==> src/rtl/muldiv_issue_ctrl_pkg.sv <==
// Shared constants for the HI/LO multiply-divide issue path: op encodings,
// controller state encodings and a small op-classification helper.
package muldiv_issue_ctrl_pkg;

  localparam int DATA_W = 32;

  localparam logic [2:0] mtMultiply         = 3'd0;
  localparam logic [2:0] mtMultiplyUnsigned = 3'd1;
  localparam logic [2:0] mtMSUB             = 3'd2;
  localparam logic [2:0] mtDivide           = 3'd3;
  localparam logic [2:0] mtDivideUnsigned   = 3'd4;
  localparam logic [2:0] mtSetHI            = 3'd5;
  localparam logic [2:0] mtSetLO            = 3'd6;

  typedef enum logic [1:0] {
    IDLE   = 2'd0,
    LAUNCH = 2'd1,
    RUN    = 2'd2
  } md_state_e;

  // Direct HI/LO writes complete inside the launch cycle and never raise busy.
  function automatic logic is_hilo_write(input logic [2:0] op);
    return (op == mtSetHI) || (op == mtSetLO);
  endfunction

endpackage

==> src/rtl/muldiv_issue_ctrl.sv <==
// Issue controller in front of the HI/LO multiply-divide unit: one-entry request
// buffer, start pulse, busy tracking and pipeline stall. Macro MULDIV_PERF_CNT_EN adds perf counters.
module muldiv_issue_ctrl
  import muldiv_issue_ctrl_pkg::*;
#(
  parameter int CTRL_W = 3
`ifdef MULDIV_PERF_CNT_EN
  , parameter int PERF_W = 32
`endif
) (
  input  logic              clk,
  input  logic              reset_n,
  input  logic              req_valid,
  input  logic [CTRL_W-1:0] req_ctrl,
  input  logic [DATA_W-1:0] req_a,
  input  logic [DATA_W-1:0] req_b,
  output logic              req_ready,
  input  logic              rd_valid,
  input  logic              rd_sel,
  output logic              rd_ready,
  output logic [DATA_W-1:0] rd_data,
  input  logic              flush,
  output logic              stall,
  output logic              md_start,
  output logic [CTRL_W-1:0] md_ctrl,
  output logic [DATA_W-1:0] md_a,
  output logic [DATA_W-1:0] md_b,
  input  logic              md_busy,
  input  logic [DATA_W-1:0] md_hi,
  input  logic [DATA_W-1:0] md_lo
`ifdef MULDIV_PERF_CNT_EN
  , output logic [PERF_W-1:0] perf_ops
  , output logic [PERF_W-1:0] perf_stall_cyc
`endif
);

  md_state_e         state, state_nxt;
  logic              pend_valid;
  logic [CTRL_W-1:0] pend_ctrl;
  logic [DATA_W-1:0] pend_a, pend_b;
  logic              can_launch, take_pend, take_req, launch, accept;

  // HI/LO is stable and a new op may start whenever the unit is idle or just finished.
  assign can_launch = (state == IDLE) | ((state == RUN) & ~md_busy);
  assign req_ready  = ~pend_valid & ~flush;
  assign accept     = req_valid & req_ready;
  assign take_pend  = can_launch & pend_valid & ~flush;
  assign take_req   = can_launch & accept;
  assign launch     = take_pend | take_req;

  assign rd_ready = ~pend_valid & can_launch;
  assign rd_data  = rd_sel ? md_hi : md_lo;
  assign stall    = (req_valid & ~req_ready) | (rd_valid & ~rd_ready);

  // A request that can launch immediately bypasses the buffer.
  always_ff @(posedge clk or negedge reset_n) begin
    if (!reset_n) begin
      pend_valid <= 1'b0;
    end else if (flush) begin
      pend_valid <= 1'b0;
    end else if (accept && !take_req) begin
      pend_valid <= 1'b1;
    end else if (take_pend) begin
      pend_valid <= 1'b0;
    end
  end

  always_ff @(posedge clk) begin
    if (accept) begin
      pend_ctrl <= req_ctrl;
      pend_a    <= req_a;
      pend_b    <= req_b;
    end
  end

  always_ff @(posedge clk or negedge reset_n) begin
    if (!reset_n) begin
      md_ctrl <= '0;
      md_a    <= '0;
      md_b    <= '0;
    end else if (launch) begin
      md_ctrl <= pend_valid ? pend_ctrl : req_ctrl;
      md_a    <= pend_valid ? pend_a    : req_a;
      md_b    <= pend_valid ? pend_b    : req_b;
    end
  end

  always_ff @(posedge clk or negedge reset_n) begin
    if (!reset_n) begin
      state <= IDLE;
    end else begin
      state <= state_nxt;
    end
  end

  always_comb begin
    state_nxt = state;
    case (state)
      IDLE:    state_nxt = launch ? LAUNCH : IDLE;
      LAUNCH:  state_nxt = is_hilo_write(md_ctrl) ? IDLE : RUN;
      RUN:     if (!md_busy) state_nxt = launch ? LAUNCH : IDLE;
      default: state_nxt = IDLE;
    endcase
  end

  always_comb begin
    md_start = (state == LAUNCH);
  end

`ifdef MULDIV_PERF_CNT_EN
  always_ff @(posedge clk or negedge reset_n) begin
    if (!reset_n) begin
      perf_ops       <= '0;
      perf_stall_cyc <= '0;
    end else begin
      if (launch) perf_ops       <= perf_ops + 1'b1;
      if (stall)  perf_stall_cyc <= perf_stall_cyc + 1'b1;
    end
  end
`endif

endmodule

==> config.mk <==
export PLATFORM = sky130hd
export DESIGN_NAME = muldiv_issue_ctrl
export DESIGN_NICKNAME = d
export VERILOG_FILES = /design/src/rtl/muldiv_issue_ctrl_pkg.sv /design/src/rtl/muldiv_issue_ctrl.sv
export SDC_FILE = /design/constraint.sdc
export NUM_CORES = 1
export LEC_CHECK = 0
export ABC_AREA = 1
export CORE_ASPECT_RATIO = 1.25
export CORE_UTILIZATION = 39
export DETAILED_ROUTE_END_ITERATION = 6
export HOLD_SLACK_MARGIN = 0.12
export PLACE_DENSITY = 0.82
export SETUP_SLACK_MARGIN = 0.2
export SYNTH_ARGS = -nofsm -noshare
export SYNTH_HDL_FRONTEND = slang
export SYNTH_SLANG_ARGS = --single-unit
==> constraint.sdc <==
create_clock -name clk -period 6.11 [get_ports clk]
set_clock_uncertainty 0.2 [all_clocks]
set_input_delay 1.222 -clock clk [delete_from_list [all_inputs] [get_ports clk]]
set_output_delay 1.222 -clock clk [all_outputs]
set_load 0.01 [all_outputs]
==> impl_metrics.py, run 1 <==
metrics = {
    "global_routing": {
        "grt_antenna_before_repair": 3,
        "grt.total_usage": 0.235,
        "gr-total-overflow": 0,
        "met3_usage": 0.0757,
        "grt_pass1_wl_mm": 27.3,
        "top_usage_layer": "met2",
        "grt_pass1_vias": 4953,
        "grt_use_met1": 0.253,
        "grtUsageMet2": 0.416,
        "grt_max_degree": 71,
    },
    "clock_tree": {
        "htree_levels": 4,
        "clock_latency_ns": 0.41,
        "cts_max_path_buffers": 2,
        "postCtsSetupBuffers": 0,
        "numCtsBuffers": 17,
        "cts.sinks": 137,
        "cts_root_buf": "clkbuf_16",
        "cts_hold_buf": 0,
        "cts_resized": 0,
        "clkTransAtPathRegs_ns": 0.06,
        "cts_tree": "built",
    },
    "outcome": {
        "status": "finished clean",
    },
    "place": {
        "gp_congestion": 0.780,
        "place_hpwl_mm": 13.1,
        "portBuffers": 240,
    },
    "yosys": {
        "synth_async_sr_flop_share": 0.511,
        "synth_edf_count": 67,
        "yosysMostFrequentCell": "nand2_1",
        "synth_area_per_cell_um2": 9.54,
        "yosys_warnings": 0,
        "synth.cell_area_um2": 6050,
        "synth_cells": 634,
        "syn_nets": 772,
        "synthFlopType": "dfrtp_1",
        "yosys.area.top_type_share": 0.333,
        "synth.distinct_cells": 18,
        "yosysTopAreaCell": "edfxtp_1",
        "seq_area_frac_synth": 0.622,
        "ys_top_cells_by_count": "nand2_1 (339), dfrtp_1 (70), nand3_1 (70), edfxtp_1 (67), mux2_2 (26)",
        "ys_ff_latch": 137,
        "synth_area_leaders": "edfxtp_1 (33%), dfrtp_1 (29%), nand2_1 (21%)",
    },
    "setup_path": {
        "crit_type": "input port to output pin",
        "startpoint_type": "input port",
        "reg2regPathDepth": 7,
        "reg2reg_from": "pend_valid",
        "r2r_setup_slack_ns": 3.32,
        "endpoint_kind": "output pin",
        "regToRegEndpoint": "md_b[16]",
        "arrival_ns": 2.96,
        "crit_required_ns": 4.69,
        "worst-path-max-fanout": 32,
    },
    "sta": {
        "hold_violations": 0,
        "setup_tns_ns": 0,
        "tightest_slew_ns": 1.12,
        "period_needed_ns": 4.38,
        "post-route-period-util": 0.717,
        "finalSetupViolCount": 0,
        "maxSlewViolCount": 0,
        "rsz0062_at_grt": "no",
        "maxSlewHeadroom": 0.250,
        "max_clock_freq_mhz": 228,
    },
    "layout": {
        "syn_to_final_growth_pct": 52.0,
        "fin_nets": 998,
        "drive_gt1_frac": 0.0790,
        "fin_util": 0.610,
    },
    "hold_path": {
        "hold_end": "md_b[7]",
        "worstHoldStart": "md_b[7]",
        "hp-class": "flip-flop to flip-flop",
        "holdPathStages": 2,
    },
    "die": {
        "die_w_um": 113,
        "io_pins": 241,
        "dieArea_um2": 16000,
        "die_y_um": 141,
        "num_rows": 50,
        "coreArea_um2": 15100,
        "start_util": 0.401,
    },
    "route": {
        "drt_iter0_drc": 231,
        "wl_mm": 18.5,
        "drc": 0,
        "firstDrtPassIters": 5,
        "via_count": 5099,
        "wl_per_cell_um": 17.1,
        "drt-vias-per-instance": 4.70,
        "detail-route-antenna-nets": 0,
    },
    "pwr": {
        "power_density_nw_per_um2": 331,
        "ir_drop_v": 0.000215,
        "p_leak_nw": 4.07,
    },
    "job": {
        "drv_cap": 0,
    },
}
-- critical path, cell delays in order --
cell and delay, ns:
clkdlybuf4s50_1 0.46, buf_4 0.38, mux2_2 0.40, clkdlybuf4s50_1 0.48
-- placed cells by master (no fill, tap or decap) --
master,netlist,routed
a21oi_4,0,1
buf_4,10,8
bufinv_16,0,4
clkbuf_1,11,3
clkbuf_16,0,17
clkbuf_8,0,1
clkdlybuf4s50_1,0,239
clkinv_2,0,1
clkinv_4,0,2
clkinvlp_4,0,3
dfrtp_1,70,69
dfrtp_2,0,1
diode_2,0,3
edfxtp_1,67,67
inv_1,4,4
inv_2,1,1
inv_4,0,1
mux2_1,6,6
mux2_2,26,26
nand2_1,339,338
nand2_2,0,1
nand3_1,70,70
nor2_1,4,4
nor2_4,0,1
nor3_1,1,1
nor3b_4,0,1
o21ai_0,3,3
-- state kept, by name, indices dropped and copies added (netlist names) --
register    flops
md_a           32
md_ctrl         3
pend_valid      1
pend_b         32
md_b           32
pend_ctrl       3
state           2
pend_a         32
-- layout make-up --
cell class | instances | area, um^2
inverters | 5 | 18.8
flip-flops and latches | 137 | 3760
repair buffers | 247 | 2450
clock inverters | 11 | 171
well taps | 208 | 260
diodes | 3 | 7.51
clock buffers | 21 | 450
fillers | 1291 | 5880
multi-input cells | 452 | 2070
-- power by group --
part | switching [W] | total (W) | internal, W
combinational | 0.000354 | 0.000760 | 0.000406
sequential | 0.0000847 | 0.00121 | 0.00112
clock | 0.000385 | 0.00108 | 0.000695
total | 0.000823 | 0.00305 | 0.00222
-- metal layers --
metal	wire length, um	share of wire
met1	6860	0.37
met2	9560	0.52
met3	1530	0.082
met4	572	0.031
met5	0	0
-- worst max-delay path by stage --
stage	cells past startpoint	start	end
6_report	4	rd_sel	rd_data[8]
5_1_grt	4	rd_sel	rd_data[6]
4_1_cts	4	rd_sel	rd_data[6]
3_5_place_dp	4	rd_sel	rd_data[6]
3_3_place_gp	4	rd_sel	rd_data[24]
2_1_floorplan	1	flush	pend_a[0]
-- cell families after synthesis --
family                 synth area share
and+or+nand+nor                   0.274
DFF                               0.622
buffers and inverters            0.0401
muxes                            0.0596
AOI/OAI and AO/OA               0.00393
-- stage by stage --
stage / setup slack, ns / cells / instance area, um^2 / power (W) / hold WS [ns]
finish: 1.73 / 1084 / 9190 / 0.00305 / 0.269
global route: 1.69 / 1084 / 9190 / 0.00319 / 0.290
CTS: 1.73 / 1081 / 9190 / 0.00308 / 0.273
detailed placement: 1.73 / 1049 / 8560 / 0.00199 / 0.258
global placement: 1.77 / 1049 / 8560 / 0.00197 / 0.254
floorplan: 1.61 / 634 / 6050 / 0.00152 / 0.278
No activity file was read; power rests on OpenSTA's default activity.
==> run 2: changes to the inputs <==
==> constraint.sdc (replaced) <==
create_clock -name clk -period 3.9 [get_ports clk]
set_clock_uncertainty 0.2 [all_clocks]
set_input_delay 0.78 -clock clk [delete_from_list [all_inputs] [get_ports clk]]
set_output_delay 0.78 -clock clk [all_outputs]
set_load 0.01 [all_outputs]
==> run 2 against run 1 <==
Against the previous run: register-to-register slack worse by 1.7 ns; global-route usage up 0.10 points; first-iteration DRC count down 12%; utilization up 0.27 points; highest routed layer unchanged; combinational power up 58%; routed wire length down 1.6%; die area unchanged; non-clock buffer count up 2; design area up 0.45%.
==> impl_metrics.py, run 2 (same netlist as run 1, synthesis figures left out) <==
metrics = {
    "outcome": {
        "status": "finished clean",
    },
    "clock_tree": {
        "postCtsSetupBuffers": 0,
        "cts_hold_buf": 0,
        "htree_levels": 4,
        "cts_resized": 0,
        "clkTransAtPathRegs_ns": 0.06,
        "cts_root_buf": "clkbuf_16",
        "numCtsBuffers": 17,
        "cts.sinks": 137,
        "cts_tree": "built",
        "clock_latency_ns": 0.40,
        "cts_max_path_buffers": 2,
    },
    "setup_path": {
        "crit_required_ns": 2.92,
        "crit_chain": "clkdlybuf4s50_1 -> buf_12 -> mux2_2 -> clkdlybuf4s50_1",
        "cp-startpoint": "rd_sel",
        "worst-path-max-fanout": 32,
        "crit_type": "input port to output pin",
        "r2r_setup_slack_ns": 1.64,
        "reg2reg_from": "pend_valid",
        "arrival_ns": 2.41,
        "cp_slowest_cell": "clkdlybuf4s50_1",
        "endpoint_kind": "output pin",
        "slowest_delay_ns": 0.53,
        "path_common_cell": "clkdlybuf4s50_1",
        "startpoint_type": "input port",
    },
    "layout": {
        "fin_util": 0.612,
        "multiInputGateArea_um2": 2070,
        "syn_to_final_growth_pct": 52.7,
        "drive_gt1_frac": 0.0823,
        "final_cell_mix": "nand2_1 (338), clkdlybuf4s50_1 (239), nand3_1 (70), dfrtp_1 (69), edfxtp_1 (67)",
        "fin_nets": 1000,
        "final_common_cell": "nand2_1",
        "fillers": 1281,
        "ff_latch_area_um2": 3760,
    },
    "sta": {
        "max_clock_freq_mhz": 295,
        "maxSlewHeadroom": 0.229,
        "tightest_slew_ns": 1.15,
        "finalSetupViolCount": 0,
        "setup_tns_ns": 0,
        "maxSlewViolCount": 0,
        "post-route-period-util": 0.869,
        "rsz0062_at_grt": "no",
        "period_needed_ns": 3.39,
        "hold_violations": 0,
    },
    "pwr": {
        "power_density_nw_per_um2": 518,
        "pwr-share-seq": 0.396,
        "p_leak_nw": 4.10,
        "combPwrFrac": 0.250,
        "internal_power_w": 0.00348,
        "power.switching_w": 0.00130,
        "ir_drop_v": 0.000250,
        "switching_share": 0.272,
        "p_clk_frac": 0.354,
    },
    "global_routing": {
        "grt_pass1_vias": 5236,
        "grt_max_degree": 71,
        "gr-total-overflow": 0,
        "grt.total_usage": 0.236,
        "grt_pass1_wl_mm": 28.2,
        "grt_antenna_before_repair": 1,
    },
    "place": {
        "place_hpwl_mm": 13.0,
        "gp_congestion": 0.793,
        "portBuffers": 240,
    },
    "route": {
        "wl_mm": 18.2,
        "drc": 0,
        "routed.top_layer": "met4",
        "met2WireLength_mm": 9.68,
        "via_count": 5161,
        "drt-vias-per-instance": 4.76,
        "firstDrtPassIters": 4,
        "dr_wl_met3_mm": 1.27,
        "wl_per_cell_um": 16.8,
        "detail-route-antenna-nets": 0,
        "drt_iter0_drc": 204,
        "met1Wirelength_mm": 6.53,
    },
    "job": {
        "drv_cap": 0,
    },
    "die": {
        "die_y_um": 141,
        "dieArea_um2": 16000,
        "coreArea_um2": 15100,
        "start_util": 0.401,
        "io_pins": 241,
        "die_w_um": 113,
        "num_rows": 50,
    },
    "hold_path": {
        "hp-class": "flip-flop to flip-flop",
        "worstHoldStart": "md_b[20]",
    },
}
-- run 2: cell types whose count changed in the layout (fill, tap and decap cells not counted) --
cell        previous run  this run
buf_12                 0         2
clkbuf_1               3         2
clkbuf_8               1         0
clkinv_4               2         6
clkinvlp_4             3         0
diode_2                3         1
inv_4                  1         0
inv_6                  0         2
-- run 2: worst paths after layout --
check,to,depth (start not counted)
setup / recovery,rd_data[8],4
setup reg to reg,md_b[24],5
hold / removal,md_b[20],2
hold reg to reg,md_b[20],2
min in group asynchronous,md_a[30],1
max in group asynchronous,pend_valid,1
-- run 2: power groups by stage --
stage               Sequential [W]  Combinational, W  Clock, W
floorplan                  0.00199          0.000392         0
global placement           0.00191           0.00119         0
detailed placement         0.00192           0.00121         0
CTS                        0.00190           0.00121   0.00173
global route               0.00192           0.00131   0.00179
finish                     0.00189           0.00120   0.00169
-- run 2: through the flow --
stage | setup slack [ns] | hold slack, ns | total power (W) | instances | instance area, um^2
floorplan | 0.753 | 0.278 | 0.00238 | 634 | 6060
global placement | 0.513 | 0.253 | 0.00310 | 1051 | 8600
detailed placement | 0.504 | 0.257 | 0.00313 | 1051 | 8600
CTS | 0.500 | 0.275 | 0.00484 | 1083 | 9230
global route | 0.448 | 0.295 | 0.00502 | 1084 | 9230
finish | 0.511 | 0.269 | 0.00478 | 1084 | 9230
-- run 2: layout make-up --
cell class              instances  share of cell area
multi-input cells             452               0.224
inverters                       5             0.00203
clock inverters                13              0.0211
diodes                          1            0.000271
clock buffers                  19              0.0469
well taps                     208              0.0282
flip-flops and latches        137               0.408
repair buffers                249               0.270
-- run 2: layer usage --
metal,track usage,vias up
li1,-,2526
met1,0.244,2376
met2,0.427,229
met3,0.0641,30
met4,0.133,0
met5,0,-
-- run 2: critical path: cells and delay by family --
kind     cells  cell delay (ns)
mux          1             0.37
buf+inv      3             1.25
